**src/rtl/fetch_unit_pkg.sv**
```systemverilog
// -----------------------------------------------------------------------------
// fetch_unit_pkg
//   Shared types for the instruction fetch stage: bus request/response
//   structs, the fetch->decode payload, the fetch FSM state encoding and the
//   reset PC. Also small PC helpers used by fetch_unit.
// -----------------------------------------------------------------------------
package fetch_unit_pkg;

  typedef logic [63:0] addr_t;

  // Boot address; feeds the PC_RESET parameter of fetch_unit.
  localparam addr_t PCINIT = 64'h8000_0000;
  localparam int unsigned INSTR_BYTES = 4;

  typedef struct packed {
    logic  valid;
    addr_t addr;
  } ibus_req_t;

  typedef struct packed {
    logic        addr_ok;
    logic        data_ok;
    logic [31:0] data;
  } ibus_resp_t;

  typedef struct packed {
    logic [31:0] raw_instr;
    addr_t       pc;
    logic        valid;
  } fetch_data_t;

  typedef enum logic [1:0] {
    REQ     = 2'd0,
    HOLD    = 2'd1,
    DISCARD = 2'd2
  } fetch_state_t;

  // Sequential PC; plain 64-bit wrap-around.
  function automatic addr_t pc_next(input addr_t pc);
    return pc + addr_t'(INSTR_BYTES);
  endfunction

  // Instructions are word aligned: the low two bits are always dropped.
  function automatic addr_t align_word(input addr_t a);
    return {a[63:2], 2'b00};
  endfunction

endpackage

```
**src/rtl/fetch_unit_hold_buf.sv**
```systemverilog
// -----------------------------------------------------------------------------
// fetch_hold_buf
//   One-entry {instr, pc} buffer. Catches a fetched word that arrives while
//   decode is stalled so the bus request can retire.
// Ports
//   clk      in   core clock
//   reset    in   synchronous, active-high; empties the buffer
//   load_i   in   capture instr_i/pc_i and mark valid
//   clear_i  in   empty the buffer (wins over load_i)
//   instr_i  in   32-bit instruction word
//   pc_i     in   address of instr_i
//   valid_o  out  buffer holds an instruction
//   instr_o  out  buffered instruction
//   pc_o     out  buffered pc
// -----------------------------------------------------------------------------
module fetch_hold_buf
  import fetch_unit_pkg::*;
(
  input  logic        clk,
  input  logic        reset,
  input  logic        load_i,
  input  logic        clear_i,
  input  logic [31:0] instr_i,
  input  addr_t       pc_i,
  output logic        valid_o,
  output logic [31:0] instr_o,
  output addr_t       pc_o
);

  logic        valid_q;
  logic [31:0] instr_q;
  addr_t       pc_q;

  always_ff @(posedge clk) begin
    if (reset) begin
      valid_q <= 1'b0;
      instr_q <= '0;
      pc_q    <= '0;
    end else if (clear_i) begin
      valid_q <= 1'b0;
    end else if (load_i) begin
      valid_q <= 1'b1;
      instr_q <= instr_i;
      pc_q    <= pc_i;
    end
  end

  assign valid_o = valid_q;
  assign instr_o = instr_q;
  assign pc_o    = pc_q;

endmodule

```
**src/rtl/fetch_unit.sv**
```systemverilog
// -----------------------------------------------------------------------------
// fetch_unit
//   Instruction fetch stage. Owns the PC, issues one word fetch at a time on
//   the instruction bus and presents a registered {raw_instr, pc, valid} to
//   decode. Honours the decode stall and the execute redirect.
// Parameters
//   PC_RESET        PC loaded on reset (default PCINIT)
// Ports
//   clk             in   core clock
//   reset           in   synchronous, active-high
//   ireq            out  {valid, addr} fetch request
//   iresp           in   {addr_ok, data_ok, data} fetch response (addr_ok unused)
//   stall           in   decode cannot accept; dataF holds
//   redirect_valid  in   flush and restart at redirect_pc
//   redirect_pc     in   new PC, low two bits ignored
//   dataF           out  registered fetch payload to decode
//   fetch_cnt       out  instructions accepted by decode   (FETCH_PERF_CNT_EN)
//   wait_cnt        out  cycles spent waiting for data_ok  (FETCH_PERF_CNT_EN)
// Build option
//   FETCH_PERF_CNT_EN  adds the two 64-bit performance counters.
// -----------------------------------------------------------------------------
module fetch_unit
  import fetch_unit_pkg::*;
#(
  parameter addr_t PC_RESET = PCINIT
) (
  input  logic        clk,
  input  logic        reset,
  output ibus_req_t   ireq,
  input  ibus_resp_t  iresp,
  input  logic        stall,
  input  logic        redirect_valid,
  input  addr_t       redirect_pc,
  output fetch_data_t dataF
`ifdef FETCH_PERF_CNT_EN
  ,
  output logic [63:0] fetch_cnt,
  output logic [63:0] wait_cnt
`endif
);

  fetch_state_t state_q;
  addr_t        pc_q;
  addr_t        req_addr_q;  // address still on the bus while discarding
  fetch_data_t  dataF_q;

  logic         hold_load;
  logic         hold_clear;
  logic         hold_valid;
  logic [31:0]  hold_instr;
  addr_t        hold_pc;
  addr_t        redirect_target;

  logic         unused_addr_ok;
  assign unused_addr_ok = iresp.addr_ok;

  assign redirect_target = align_word(redirect_pc);

  // Request is a pure function of state so valid/addr cannot change until
  // data_ok retires it; reset gates valid off in the same cycle.
  assign ireq.valid = !reset && (state_q != HOLD);
  assign ireq.addr  = (state_q == DISCARD) ? req_addr_q : pc_q;

  always_comb begin
    hold_load  = 1'b0;
    hold_clear = 1'b0;
    if (!reset) begin
      hold_load  = !redirect_valid && (state_q == REQ) && iresp.data_ok && stall;
      hold_clear = redirect_valid || ((state_q == HOLD) && !stall);
    end
  end

  fetch_hold_buf u_hold_buf (
    .clk     (clk),
    .reset   (reset),
    .load_i  (hold_load),
    .clear_i (hold_clear),
    .instr_i (iresp.data),
    .pc_i    (pc_q),
    .valid_o (hold_valid),
    .instr_o (hold_instr),
    .pc_o    (hold_pc)
  );

  always_ff @(posedge clk) begin
    if (reset) begin
      state_q    <= REQ;
      pc_q       <= PC_RESET;
      req_addr_q <= PC_RESET;
      dataF_q    <= '0;
    end else if (redirect_valid) begin
      // Flush wins over stall: decode gets a bubble regardless.
      dataF_q <= '0;
      pc_q    <= redirect_target;
      case (state_q)
        REQ: begin
          if (!iresp.data_ok) begin
            // Outstanding request must still complete; remember its address.
            state_q    <= DISCARD;
            req_addr_q <= pc_q;
          end
        end
        HOLD:    state_q <= REQ;
        // A response landing together with the redirect still retires the
        // stale request, otherwise DISCARD would wait forever.
        DISCARD: if (iresp.data_ok) state_q <= REQ;
        default: state_q <= REQ;
      endcase
    end else begin
      case (state_q)
        REQ: begin
          if (iresp.data_ok) begin
            pc_q <= pc_next(pc_q);
            if (stall) begin
              state_q <= HOLD;
            end else begin
              dataF_q <= '{raw_instr: iresp.data, pc: pc_q, valid: 1'b1};
            end
          end else if (!stall) begin
            dataF_q.valid <= 1'b0;
          end
        end
        HOLD: begin
          if (!stall) begin
            dataF_q <= '{raw_instr: hold_instr, pc: hold_pc, valid: hold_valid};
            state_q <= REQ;
          end
        end
        DISCARD: begin
          if (!stall) dataF_q.valid <= 1'b0;
          if (iresp.data_ok) state_q <= REQ;
        end
        default: state_q <= REQ;
      endcase
    end
  end

  assign dataF = dataF_q;

`ifdef FETCH_PERF_CNT_EN
  logic [63:0] fetch_cnt_q;
  logic [63:0] wait_cnt_q;

  always_ff @(posedge clk) begin
    if (reset) begin
      fetch_cnt_q <= '0;
      wait_cnt_q  <= '0;
    end else begin
      if (dataF_q.valid && !stall) fetch_cnt_q <= fetch_cnt_q + 64'd1;
      if (ireq.valid && !iresp.data_ok) wait_cnt_q <= wait_cnt_q + 64'd1;
    end
  end

  assign fetch_cnt = fetch_cnt_q;
  assign wait_cnt  = wait_cnt_q;
`endif

endmodule

```
**config.mk**
```make
export PLATFORM = sky130hd
export DESIGN_NAME = fetch_unit
export DESIGN_NICKNAME = d
export VERILOG_FILES = /design/src/rtl/fetch_unit_pkg.sv /design/src/rtl/fetch_unit_hold_buf.sv /design/src/rtl/fetch_unit.sv
export SDC_FILE = /design/constraint.sdc
export NUM_CORES = 1
export LEC_CHECK = 0
export ABC_AREA = 1
export CORE_ASPECT_RATIO = 1.75
export CORE_MARGIN = 2
export CORE_UTILIZATION = 35
export DETAILED_ROUTE_END_ITERATION = 8
export HOLD_SLACK_MARGIN = 0.1
export PLACE_DENSITY = 0.6
export SETUP_SLACK_MARGIN = 0.2
export SYNTH_ARGS = -nofsm -noshare
export SYNTH_HDL_FRONTEND = slang
export SYNTH_HIERARCHICAL = 1
export SYNTH_SLANG_ARGS = --single-unit
```
**constraint.sdc**
```tcl
create_clock -name clk -period 5.1 [get_ports clk]
set_input_delay 1.53 -clock clk [delete_from_list [all_inputs] [get_ports clk]]
set_output_delay 1.53 -clock clk [all_outputs]
set_load 0.02 [all_outputs]
```
==> results.json, run 1 <==
{
  "overflow": 0,
  "yosys_warnings": 6,
  "critical_path_class": "reg2out",
  "vias_per_cell": 5.13,
  "setup_tns_ps": 0,
  "antennaDiodeCount": 0,
  "clk_path_buf_depth": 3,
  "cp-start-kind": "flop",
  "holdWs_ps": 480,
  "cp-end-kind": "output port",
  "min_path_type": "reg2reg",
  "grt_max_degree": 192,
  "slowest_stage": "clkdlybuf4s50_1",
  "path_buf_inv": 3,
  "placementRows": 103,
  "grt_pass1_vias": 15725,
  "final_cell_area_mm2": 0.0200,
  "setup_viol_count_final": 0,
  "min_to": "u_hold_buf/instr_o[7]$_SDFFE_PP0P_",
  "min_path_cells": 2,
  "htreeDepth": 2,
  "synth-edff-count": 0,
  "period_needed_ps": 4390,
  "syn_inst": 2441,
  "root_buffer": "clkbuf_16",
  "drtAntennaViolNets": 0,
  "grtUsageTotal": 0.249,
  "async_flop_share": 0,
  "p_int_mw": 4.53,
  "nets": 2702,
  "slowest_delay_ps": 670,
  "min_from": "u_hold_buf/instr_o[7]$_SDFFE_PP0P_",
  "switching_share": 0.293,
  "drv_cap": 0,
  "layout_common_cells": "nand2_1 (560), nor2_1 (348), dfxtp_1 (320)",
  "fin_crit_sh": 0.861,
  "crit_arrival_ps": 2860,
  "io_pins": 264,
  "reg2reg_slack_ps": 2260,
  "remaining_drc_errors": 0,
  "place_congestion": 0.911,
  "vias": 16402,
  "switchingPower_mw": 1.88,
  "p_leak_nw": 7.55,
  "drt_iter0_markers": 1289,
  "hold_viol_final": 0,
  "start_util": 0.353,
  "core_area_mm2": 0.0451,
  "fin_skew_ps": 17.8,
  "dr.pass1.iters": 6,
  "fill_cells": 4719,
  "required_ps": 3570,
  "syn_area_per_cell_um2": 6.53,
  "cts_hold_buffers": 0,
  "die_h_um": 286,
  "totalWireLength_um": 60300,
  "post_cts_buffers": 0,
  "timing.rr.end": "dataF[60]$_SDFFE_PP0P_",
  "wire_per_inst_um": 18.8,
  "drv_slew": 0,
  "worstMarginPinSlew_ps": 1250,
  "die_w_um": 165,
  "p_seq_frac": 0.430,
  "io_buffers": 258,
  "final_common_cell": "nand2_1",
  "p_comb_frac": 0.157,
  "synth_seq_cells": 320,
  "critical_path.startpoint": "state_q[0]$_SDFFE_PP0P_",
  "die_area_mm2": 0.0473,
  "status": "completed",
  "area_growth_syn_to_layout_pct": 25.2,
  "power.total_mw": 6.40,
  "antenna_found_initial": 0,
  "cellPowerDensity_mw_per_mm2": 321,
  "path_delay_family": "buffers and inverters",
  "drive_gt1_frac": 0.0546,
  "ff2ff_path_depth": 8,
  "ys_seq_area_frac": 0.402,
  "cts-buffers-inserted": 34,
  "rsz0062_at_grt": "false",
  "cts_tree": "built",
  "synth_flop_cell": "dfxtp_1",
  "grt_pass1_wl_um": 90900,
  "crit_chain": "inv_1 -> ha_4 -> buf_12 -> nand2_1 -> o21ai_0 -> clkdlybuf4s50_1",
  "cts_sinks": 320,
  "cts-resized-gates": 0,
  "placed_area_mm2": 0.0188,
  "p_clk_frac": 0.413,
  "clk_transition_reported_paths_ps": 70,
  "dpl.hpwl_um": 41900,
  "worstReg2RegStart": "state_q[1]$_SDFFE_PP0P_",
  "slew_headroom": 0.165,
  "crit_fanout": 64,
  "max-vdd-ir-drop_mv": 0.240,
  "syn_area_mm2": 0.0159,
  "fmax_mhz": 228,
  "clk_latency_ps": 550,
  "yosysUniqueCellTypes": 35,
  "path_depth": 6
}
[per-layer routing]
metal | track usage | up-vias | wire (um)
met5 | 0 | - | 0
met2 | 0.443 | 526 | 30000
met1 | 0.299 | 7559 | 24600
li1 | - | 8210 | -
met3 | 0.0254 | 107 | 2860
met4 | 0.110 | 0 | 2790
[sequential cells by signal, summed over array words and instances, names as in the netlist]
name,count
state_q,2
pc_q,62
req_addr_q,62
u_hold_buf/instr_o,32
dataF,97
u_hold_buf/pc_o,64
u_hold_buf/valid_o,1
[cell usage after synthesis, types with 6 or more instances]
cell type / n / area, um2
buf_2: 31 / 155
o211ai_1: 25 / 188
inv_1: 232 / 871
nand3_1: 170 / 851
nand2_1: 561 / 2110
nand2_2: 21 / 131
nor3_1: 10 / 50.1
clkbuf_2: 6 / 30.0
a31oi_1: 80 / 500
nor2_1: 349 / 1310
buf_1: 7 / 26.3
nor2_2: 12 / 75.1
clkbuf_1: 96 / 360
nand4_1: 26 / 163
buf_4: 21 / 158
dfxtp_1: 320 / 6410
a21oi_1: 156 / 781
inv_2: 8 / 30.0
o21ai_0: 269 / 1350
nor2_4: 10 / 113
[how the worst max path moves through the flow]
stage / slack, ps / to
floorplan: 1270 / ireq[64]
global route: 550 / ireq[59]
global placement: 1130 / dataF[65]$_SDFFE_PP0P_
finish: 710 / ireq[50]
CTS: 680 / ireq[50]
detailed placement: 1080 / dataF[7]$_SDFFE_PP0P_
[power by group through the flow]
| stage | registers [mW] | clock network, mW | logic (mW) |
|---|---|---|---|
| CTS | 2.75 | 2.71 | 1.01 |
| global route | 2.77 | 2.80 | 1.10 |
| global placement | 2.80 | 0 | 0.995 |
| floorplan | 2.80 | 0 | 0.561 |
| finish | 2.75 | 2.64 | 1.01 |
| detailed placement | 2.81 | 0 | 1.00 |
[kinds of logic (layout without fill, tap and decap cells)]
| group | count (synthesis) | after routing | share of synthesized area |
|---|---|---|---|
| buffers and inverters | 402 | 578 | 0.102 |
| adder cells (fa/ha/maj) | 5 | 5 | 0.00392 |
| flip-flops | 320 | 320 | 0.402 |
| other | 1 | 4 | 0.000235 |
| AO/OA/AOI/OAI | 545 | 545 | 0.184 |
| AND/OR/NAND/NOR | 1168 | 1168 | 0.307 |
[layout make-up]
| class | count | area (um2) | area share |
|---|---|---|---|
| inverters | 241 | 905 | 0.0453 |
| flip-flops and latches | 320 | 6410 | 0.321 |
| well taps | 577 | 722 | 0.0362 |
| clock inverters | 15 | 190 | 0.00953 |
| multi-input cells | 1722 | 7960 | 0.399 |
| repair buffers | 276 | 2790 | 0.140 |
| clock buffers | 46 | 987 | 0.0495 |
[worst register-to-register path: cells and delay by family, from the launching register on]
family | cells | cell delay (ps)
compound gates | 2 | 530
fa+ha+maj | 1 | 450
buf+inv | 3 | 1110
flops | 1 | 350
simple gates | 2 | 310
[stage by stage]
stage / utilization / std cells / setup WS, ps
5_1_grt: 0.443 / 3197 / 555
4_1_cts: 0.443 / 3197 / 681
2_1_floorplan: - / 2444 / 1270
6_report: 0.443 / 3197 / 707
3_5_place_dp: 0.416 / 3136 / 1080
3_3_place_gp: 0.416 / 3136 / 1130
Note: power is estimated with default switching activity, not from simulation.
==> run 2: changes to the inputs <==
--- a/config.mk
+++ b/config.mk
@@ -6,11 +6,13 @@
 export NUM_CORES = 1
 export LEC_CHECK = 0
 export ABC_AREA = 1
+export CAP_MARGIN = 20
 export CORE_ASPECT_RATIO = 1.75
 export CORE_MARGIN = 2
 export CORE_UTILIZATION = 35
 export DETAILED_ROUTE_END_ITERATION = 8
 export HOLD_SLACK_MARGIN = 0.1
+export MAX_ROUTING_LAYER = met4
 export PLACE_DENSITY = 0.6
 export SETUP_SLACK_MARGIN = 0.2
 export SYNTH_ARGS = -nofsm -noshare
==> run 2 against run 1 <==
  * Combinational power is essentially flat
  * Clock power is 4% lower
  * Fmax grew 2.9%
  * Flip-flop and latch count stayed put
  * Cell area rose by 0.21%
  * Via count increased by 0.48%
  * Sequential power about the same
  * Final cell count up 0.19%
  * Largest cell class unchanged
==> results.json, run 2 (synthesis gave the netlist of run 1 again) <==
{
  "grt_max_degree": 120,
  "layout_common_cells": "nand2_1 (560), nor2_1 (348), dfxtp_1 (320)",
  "io_buffers": 258,
  "cts-resized-gates": 0,
  "cts-buffers-inserted": 34,
  "drv_cap": 0,
  "path_delay_family": "buffers and inverters",
  "nets": 2711,
  "drtAntennaViolNets": 0,
  "vias_per_cell": 5.15,
  "setup_tns_ps": 0,
  "final_cell_area_mm2": 0.0200,
  "setup_viol_count_final": 0,
  "totalWireLength_um": 60500,
  "crit_arrival_ps": 2740,
  "min_path_type": "reg2reg",
  "overflow": 0,
  "cellPowerDensity_mw_per_mm2": 315,
  "fin_crit_sh": 0.837,
  "die_area_mm2": 0.0473,
  "cp-start-kind": "flop",
  "remaining_drc_errors": 0,
  "cp-end-kind": "output port",
  "area_growth_syn_to_layout_pct": 25.5,
  "slew_headroom": 0.380,
  "die_h_um": 286,
  "root_buffer": "clkbuf_16",
  "worstMarginPinSlew_ps": 929,
  "p_leak_nw": 7.58,
  "globalRouteMet3Util": 0.0275,
  "clk_transition_reported_paths_ps": 60,
  "dpl.hpwl_um": 42900,
  "fin_skew_ps": 21.1,
  "hold_viol_final": 0,
  "placementRows": 103,
  "drt_iter0_markers": 1131,
  "grtUsageTotal": 0.258,
  "grt_pass1_wl_um": 91200,
  "dr.pass1.iters": 5,
  "antenna_found_initial": 1,
  "clk_path_buf_depth": 3,
  "period_needed_ps": 4270,
  "cts_sinks": 320,
  "place_congestion": 0.932,
  "slowest_stage": "clkdlybuf4s50_1",
  "grt_pass1_vias": 15662,
  "status": "completed",
  "vias": 16480,
  "grt_busiest_layer": "met2",
  "largest_reg_flops": 97,
  "gr-usage-met1": 0.302,
  "met2_usage": 0.438,
  "io_pins": 264,
  "clk_latency_ps": 530,
  "fmax_mhz": 234,
  "slowest_delay_ps": 640,
  "crit_chain": "inv_1 -> ha_4 -> buf_4 -> nand2_1 -> o21ai_0 -> clkdlybuf4s50_1",
  "start_util": 0.353,
  "cts_tree": "built",
  "drive_gt1_frac": 0.0545,
  "rsz0062_at_grt": "false",
  "core_area_mm2": 0.0451,
  "final_common_cell": "nand2_1",
  "required_ps": 3570,
  "die_w_um": 165,
  "post_cts_buffers": 0,
  "htreeDepth": 2,
  "drv_slew": 0,
  "placed_area_mm2": 0.0189,
  "crit_fanout": 54,
  "cts_hold_buffers": 0,
  "path_buf_inv": 3,
  "wire_per_inst_um": 18.9,
  "max-vdd-ir-drop_mv": 0.206,
  "critical_path_class": "reg2out"
}
[run 2: cell types whose count changed in the layout (fill, tap and decap cells not counted), sizes merged]
| cell | change |
|---|---|
| buf | +9 |
| clkbuf | +5 |
| clkinv | -5 |
| clkinvlp | -3 |
| bufinv | -1 |
| diode | +1 |
[run 2: routing by layer]
metal,share of wire,vias to the layer above
li1,-,8247
met1,0.41,7608
met2,0.49,514
met3,0.047,111
met4,0.053,0
met5,0,-
[run 2: final timing paths]
check	start	endpoint	slack, ps	depth (start not counted)
worst max-delay path	state_q[0]$_SDFFE_PP0P_	ireq[49]	830	6
worst min-delay path	u_hold_buf/instr_o[20]$_SDFFE_PP0P_	u_hold_buf/instr_o[20]$_SDFFE_PP0P_	480	2
worst max register to register	state_q[1]$_SDFFE_PP0P_	dataF[9]$_SDFFE_PP0P_	2300	8
worst min register to register	u_hold_buf/instr_o[20]$_SDFFE_PP0P_	u_hold_buf/instr_o[20]$_SDFFE_PP0P_	480	2
[run 2: where the power goes]
group	internal [mW]	switching [mW]	total [mW]
Combinational	0.380	0.634	1.01
Sequential	2.63	0.130	2.76
Clock	1.46	1.07	2.53
[run 2: final cells by class]
class	count	area, um2
clock buffer	51	1010
fill	4771	25100
clock inverter	6	86.3
tap	577	722
sequential	320	6410
multi-input combinational	1722	7960
antenna	1	2.50
timing repair buffer	285	2910
inverter	241	905
[run 2: tightest hold or removal path: stages, from the launching register on]
cell and delay, ps:
dfxtp_1 320, nor2_1 50, nor2_1 80
[run 2: metrics by stage]
stage / power [mW] / utilization / setup slack, ps / std cells / hold slack [ps]
floorplan: 3.36 / - / 1270 / 2444 / 446
global placement: 3.81 / 0.418 / 1070 / 3143 / 462
detailed placement: 3.82 / 0.419 / 1040 / 3144 / 470
CTS: 6.37 / 0.443 / 791 / 3201 / 475
global route: 6.57 / 0.443 / 661 / 3203 / 491
finish: 6.30 / 0.443 / 831 / 3203 / 478
